<file path="src/rtl/pc_fetch_ctrl_if.sv">
// Fetch-side bus of the PC sequencer: adder feedback, downstream handshake,
// redirect/trap requests and the registered PC/status outputs.
interface pc_fetch_ctrl_if;
   logic [31:0] pc_plus4_in;
   logic        fetch_ready;
   logic        redirect_valid;
   logic [31:0] redirect_target;
   logic        trap;
   logic [31:0] pc_out;
   logic        fetch_valid;
   logic        misaligned;
   logic [31:0] fetch_count;

   // The sequencer owns the PC and status outputs.
   modport master (
      input  pc_plus4_in,
      input  fetch_ready,
      input  redirect_valid,
      input  redirect_target,
      input  trap,
      output pc_out,
      output fetch_valid,
      output misaligned,
      output fetch_count
   );

   // Surrounding core: adder, imem/decode, execute and trap logic.
   modport slave (
      output pc_plus4_in,
      output fetch_ready,
      output redirect_valid,
      output redirect_target,
      output trap,
      input  pc_out,
      input  fetch_valid,
      input  misaligned,
      input  fetch_count
   );
endinterface

</file>
<file path="src/rtl/pc_fetch_ctrl.sv">
// PC register and fetch sequencer. One BOOT cycle after reset, then RUN
// advances the PC through the external pc_plus4 adder on each accepted fetch.
// Misaligned redirects park the block in FAULT until a trap arrives.
module pc_fetch_ctrl #(
   parameter logic [31:0] RESET_PC = 32'h0000_0000,
   parameter logic [31:0] TRAP_VEC = 32'h0000_0100
) (
   input logic            clk,
   input logic            rst_n,
   pc_fetch_ctrl_if.master bus
);

   typedef enum logic [1:0] {
      StBoot  = 2'd0,
      StRun   = 2'd1,
      StFault = 2'd2
   } state_e;

   state_e state;
   logic   fire;
   logic   target_aligned;

   // Accepted fetch and redirect alignment, both from registered/input values only.
   always_comb begin
      fire           = bus.fetch_valid & bus.fetch_ready;
      target_aligned = (bus.redirect_target[1:0] == 2'b00);
   end

   // Sequencer: state, PC, status flags and fetch counter all registered here,
   // so no input reaches an output without passing through a flop.
   always_ff @(posedge clk or negedge rst_n) begin
      if (!rst_n) begin
         state           <= StBoot;
         bus.pc_out      <= RESET_PC;
         bus.fetch_valid <= 1'b0;
         bus.misaligned  <= 1'b0;
         bus.fetch_count <= 32'd0;
      end else if (bus.trap) begin
         // Trap wins in every state and kills any same-cycle redirect or fire.
         state           <= StRun;
         bus.pc_out      <= TRAP_VEC;
         bus.fetch_valid <= 1'b1;
         bus.misaligned  <= 1'b0;
      end else begin
         unique case (state)
            StBoot: begin
               // Redirects are meaningless before the first fetch.
               state           <= StRun;
               bus.fetch_valid <= 1'b1;
               bus.misaligned  <= 1'b0;
            end
            StRun: begin
               if (bus.redirect_valid && target_aligned) begin
                  bus.pc_out <= bus.redirect_target;
               end else if (bus.redirect_valid) begin
                  // Keep the PC of the faulting fetch for the trap handler.
                  state           <= StFault;
                  bus.fetch_valid <= 1'b0;
                  bus.misaligned  <= 1'b1;
               end else if (fire) begin
                  // Adder result wraps modulo 2^32 by construction.
                  bus.pc_out      <= bus.pc_plus4_in;
                  bus.fetch_count <= bus.fetch_count + 32'd1;
               end
            end
            StFault: begin
               // Frozen until trap; redirect and fetch_ready are ignored.
               bus.fetch_valid <= 1'b0;
               bus.misaligned  <= 1'b1;
            end
            default: begin
               state           <= StBoot;
               bus.fetch_valid <= 1'b0;
               bus.misaligned  <= 1'b0;
            end
         endcase
      end
   end

endmodule

</file>
<file path="src/flat_wrapper.sv">
// flat-port wrapper written by rule: the top's interface ports become plain ports
module pc_fetch_ctrl_flat 
#(
   parameter logic [31:0] RESET_PC = 32'h0000_0000,
   parameter logic [31:0] TRAP_VEC = 32'h0000_0100
)
  (clk, rst_n, bus_pc_plus4_in, bus_fetch_ready, bus_redirect_valid, bus_redirect_target, bus_trap, bus_pc_out, bus_fetch_valid, bus_misaligned, bus_fetch_count);
  pc_fetch_ctrl_if bus_i ();
  input logic clk;
  input logic rst_n;
  input wire logic [$bits(bus_i.pc_plus4_in)-1:0] bus_pc_plus4_in;
  input wire logic [$bits(bus_i.fetch_ready)-1:0] bus_fetch_ready;
  input wire logic [$bits(bus_i.redirect_valid)-1:0] bus_redirect_valid;
  input wire logic [$bits(bus_i.redirect_target)-1:0] bus_redirect_target;
  input wire logic [$bits(bus_i.trap)-1:0] bus_trap;
  output wire logic [$bits(bus_i.pc_out)-1:0] bus_pc_out;
  output wire logic [$bits(bus_i.fetch_valid)-1:0] bus_fetch_valid;
  output wire logic [$bits(bus_i.misaligned)-1:0] bus_misaligned;
  output wire logic [$bits(bus_i.fetch_count)-1:0] bus_fetch_count;
  assign bus_i.pc_plus4_in = bus_pc_plus4_in;
  assign bus_i.fetch_ready = bus_fetch_ready;
  assign bus_i.redirect_valid = bus_redirect_valid;
  assign bus_i.redirect_target = bus_redirect_target;
  assign bus_i.trap = bus_trap;
  assign bus_pc_out = bus_i.pc_out;
  assign bus_fetch_valid = bus_i.fetch_valid;
  assign bus_misaligned = bus_i.misaligned;
  assign bus_fetch_count = bus_i.fetch_count;
  pc_fetch_ctrl #(.RESET_PC(RESET_PC), .TRAP_VEC(TRAP_VEC)) u_core (.clk(clk), .rst_n(rst_n), .bus(bus_i));
endmodule
</file>
<file path="config.mk">
export PLATFORM = sky130hd
export DESIGN_NAME = pc_fetch_ctrl_flat
export DESIGN_NICKNAME = d
export VERILOG_FILES = /design/src/rtl/pc_fetch_ctrl_if.sv /design/src/rtl/pc_fetch_ctrl.sv /design/src/flat_wrapper.sv
export SDC_FILE = /design/constraint.sdc
export NUM_CORES = 1
export LEC_CHECK = 0
export ABC_AREA = 1
export BUFFER_PORTS_ARGS = -buffer_cell sky130_fd_sc_hd__buf_2
export CAP_MARGIN = 20
export CORE_MARGIN = 3
export CORE_UTILIZATION = 50
export CTS_CLUSTER_DIAMETER = 150
export CTS_CLUSTER_SIZE = 25
export DETAILED_ROUTE_END_ITERATION = 16
export GPL_ROUTABILITY_DRIVEN = 0
export PLACE_DENSITY = 0.8
export SYNTH_ARGS = -nofsm -noshare
export SYNTH_HDL_FRONTEND = slang
export SYNTH_SLANG_ARGS = --single-unit
export TNS_END_PERCENT = 5
</file>
<file path="constraint.sdc">
create_clock -name clk -period 2.7 [get_ports clk]
set_input_delay 0.54 -clock clk [delete_from_list [all_inputs] [get_ports clk]]
set_output_delay 0.54 -clock clk [all_outputs]
set_load 0.05 [all_outputs]
</file>
==> summary.md <==
| Metric | Value |
|---|---|
| Largest net degree at the start of global routing | `46` |
| # hold bufs at CTS | `0` |
| Largest family of logic cells by synthesized area | `simple AND/OR/NAND/NOR gates` |
| Filler cell count | `628` |
| CTS max path bufs | `2` |
| First-pass GRT wire length | `15530 um` |
| Post-synthesis xor/xnor area fraction | `0.04496` |
| Worst path slowest cell | `nand2_2` |
| Multiplexer share of the synthesized area | `0` |
| Combinational share of power | `0.348` |
| Layout cells sized above 1 | `0.2740` |
| Routed WL | `9340 um` |
| Vias in the first global route | `3450` |
| Pwr dens | `687.7 mW/mm2` |
| Core area | `0.006982 mm2` |
| Post-CTS Resized | `0` |
| Mapped Cells | `496` |
| Clock share of power | `0.253` |
| Row count | `30` |
| Pleak | `2.639 nW` |
| R2R depth | `6` |
| DRT iter0 DRCs | `166` |
| Top Ports | `135` |
| Max-cap violations | `0` |
| Tcrit/Tclk final | `0.7304` |
| DP HPWL | `7165 um` |
| Clock Sinks | `68` |
| Ys Warns | `0` |
| Syn-to-layout area delta | `25.83%` |
| EDFF count, synth | `0` |
| Top FF cell, synth | `dfrtp_1` |
| Inserted Clock Buffers | `9` |
| Sequential power share | `0.399` |
| Hold Vio Cnt, Final | `0` |
| Flop2flop setup slack | `0.73 ns` |
| Die width | `92.04 um` |
| Net Switching | `1.335 mW` |
| Pint | `1.868 mW` |
| Yosys top cell area share | `0.4598` |
| Final Cell Area | `0.004657 mm2` |
| DRC viols | `0` |
| Required time worst endpoint | `2.88 ns` |
| Final setup TNS | `0 ns` |
| Vias after detailed routing | `3596` |
| Slew @ Worst Pin | `0.7634 ns` |
| Final #Nets | `704` |
| DR pass1 iterations | `7` |
| Commonest non-fill, non-tap cell in the layout | `nand2_1` |
| Syn avg cell area | `7.462 um2` |
| Max VDD drop | `0.0007315 V` |
| Switching portion of total power | `0.4168` |
| Critical Path, Cell by Cell | `nand2_1 -> nor2_4 -> o21ai_4 -> nand2_2 -> nor2_1 -> a21oi_1` |
| Delay of the slowest cell on the worst path | `0.53 ns` |
| Final Max Tran Viols | `0` |
| Status | `completed` |
| Die H | `92.04 um` |
| Simple-Gate Fraction of Synth Area | `0.3725` |
| Crit path max fanout | `45` |
| Sequential fraction of the synthesis area | `0.4598` |
| Mapped cell area | `0.003701 mm2` |
| Root Buffer | `clkbuf_8` |
| #FFs+latches synth | `68` |
| Initial antenna violation count | `0` |
| Port Buffers | `134` |
| Top post-synthesis cells by area | `dfrtp_1 46%, nand2_1 20%, nor2_1 7.6%` |
| Crit path capture type | `flip-flop` |
| Hold Path Class | `input pin to async pin` |
| Placed cell area | `0.004464 mm2` |
| Vias/cell | `4.919` |
| Antenna diode instance count | `0` |
| TritonCTS clock tree | `yes` |
| Crit path kind | `flip-flop to flip-flop` |
| Wire per inst | `12.78 um` |
| Synth Area in Compound Gates | `0.05443` |
| Final worst path period need | `1.972 ns` |
| Critical Path Start Type | `flip-flop` |
| Die ar. | `0.008470 mm2` |
| Setup violators final | `0` |
| Adder-Cell Fraction of Synth Area | `0.01690` |
| Netlist cell types | `29` |
| Power Total | `3.203 mW` |
| Clock slew at reported path FFs | `0.08 ns` |
| Slew headroom | `0.4893` |
| Synth async-reset ratio | `1.000` |
| Setup bufs post-CTS | `0` |
| H-tree depth | `3` |
| Post-synth net total | `570` |
| Fmax | `0.5071 GHz` |
| Most frequent cells in the layout | `195 x nand2_1, 134 x buf_2, 75 x nor2_1` |
| Worst skew pair latency | `0.33 ns` |
| Crit path DAT | `2.15 ns` |
| RSZ-0062 raised after global routing | `no` |
| Layout Skew | `0.01240 ns` |
| Detail Route Antenna Nets | `0` |
| Gr ovfl total | `0` |
| GR Util All Layers | `0.2255` |
| Post-synth top area cell | `dfrtp_1` |
| Effective utilization at floorplan | `0.5301` |
power by group through the flow:
stage	sequential, mW	combinational [mW]	clock, mW
after floorplan	1.77	0.344	0
after global placement	1.29	1.10	0
after detailed placement	1.29	1.12	0
after CTS	1.27	1.13	0.829
after global routing	1.30	1.21	0.871
final	1.28	1.11	0.811
per-stage QoR:
step	hold WS (ns)	std cells	setup slack, ns	utilization
4_1_cts	0.2760	731	0.7303	0.6670
6_report	0.2549	731	0.7280	0.6670
3_3_place_gp	0.4618	715	0.6054	0.6394
2_1_floorplan	0.2444	496	0.9245	-
3_5_place_dp	0.4663	715	0.5137	0.6394
5_1_grt	0.3101	731	0.4339	0.6670
critical path: cells and delay by family, from the launching register on:
family / cells / cell delay (ns)
DFF: 1 / 0.41
and+or+nand+nor: 4 / 0.98
AOI/OAI and AO/OA: 2 / 0.42
sequential cells by signal (all words and copies together), names as in the netlist:
register and cells:
u_core.bus.misaligned 1, u_core.bus.pc_out 32, u_core.state 2, u_core.bus.fetch_valid 1
u_core.bus.fetch_count 32
path summary, 6_finish.rpt:
| path | from | endpoint |
|---|---|---|
| worst max-delay path | u_core.bus.fetch_valid | u_core.bus.pc_out[18] |
| worst min-delay path | rst_n | u_core.bus.pc_out[10] |
| worst max register to register | u_core.bus.fetch_valid | u_core.bus.pc_out[18] |
| worst min register to register | u_core.bus.pc_out[8] | u_core.bus.pc_out[8] |
| max in group asynchronous | rst_n | u_core.bus.pc_out[17] |
| min in group clk | bus_pc_plus4_in[1] | u_core.bus.pc_out[1] |
synthesized netlist by cell type, types with 3 or more instances:
master,instances
nand3b_1,4
nor3_1,3
inv_1,29
nand2_1,195
xor2_1,11
nand2_2,3
nor2_4,3
nor2_1,75
o21ai_0,16
a21oi_1,18
nand3_1,19
dfrtp_1,68
nand3_2,3
ha_1,5
clkbuf_1,6
xnor2_1,8
buf_2,8
nand4_1,6
o21ai_1,3
metal layers:
metal  global-route usage  wire length (um)
met1               0.3039              4105
met2               0.3698              4437
met3              0.03527               621
met4              0.08168               176
met5                    0                 0
kinds of logic (layout without fill, tap and decap cells):
| family | count (synthesis) | in the layout |
|---|---|---|
| and+or+nand+nor | 319 | 319 |
| xor gates and xnor gates | 19 | 19 |
| adders and majority gates | 5 | 5 |
| buffers and inverters | 47 | 186 |
| AOI/OAI and AO/OA | 38 | 38 |
| DFF | 68 | 68 |
cell type report:
class	instances	area (um2)	share of cell area
timing repair buffer	137	705.7	0.1515
tap	96	120.1	0.02579
inverter	33	127.6	0.02740
sequential	68	1702	0.3654
multi-input combinational	381	1809	0.3885
clock buffer	10	127.6	0.02740
clock inverter	6	65.06	0.01397
No activity file was read; power rests on OpenSTA's default activity.
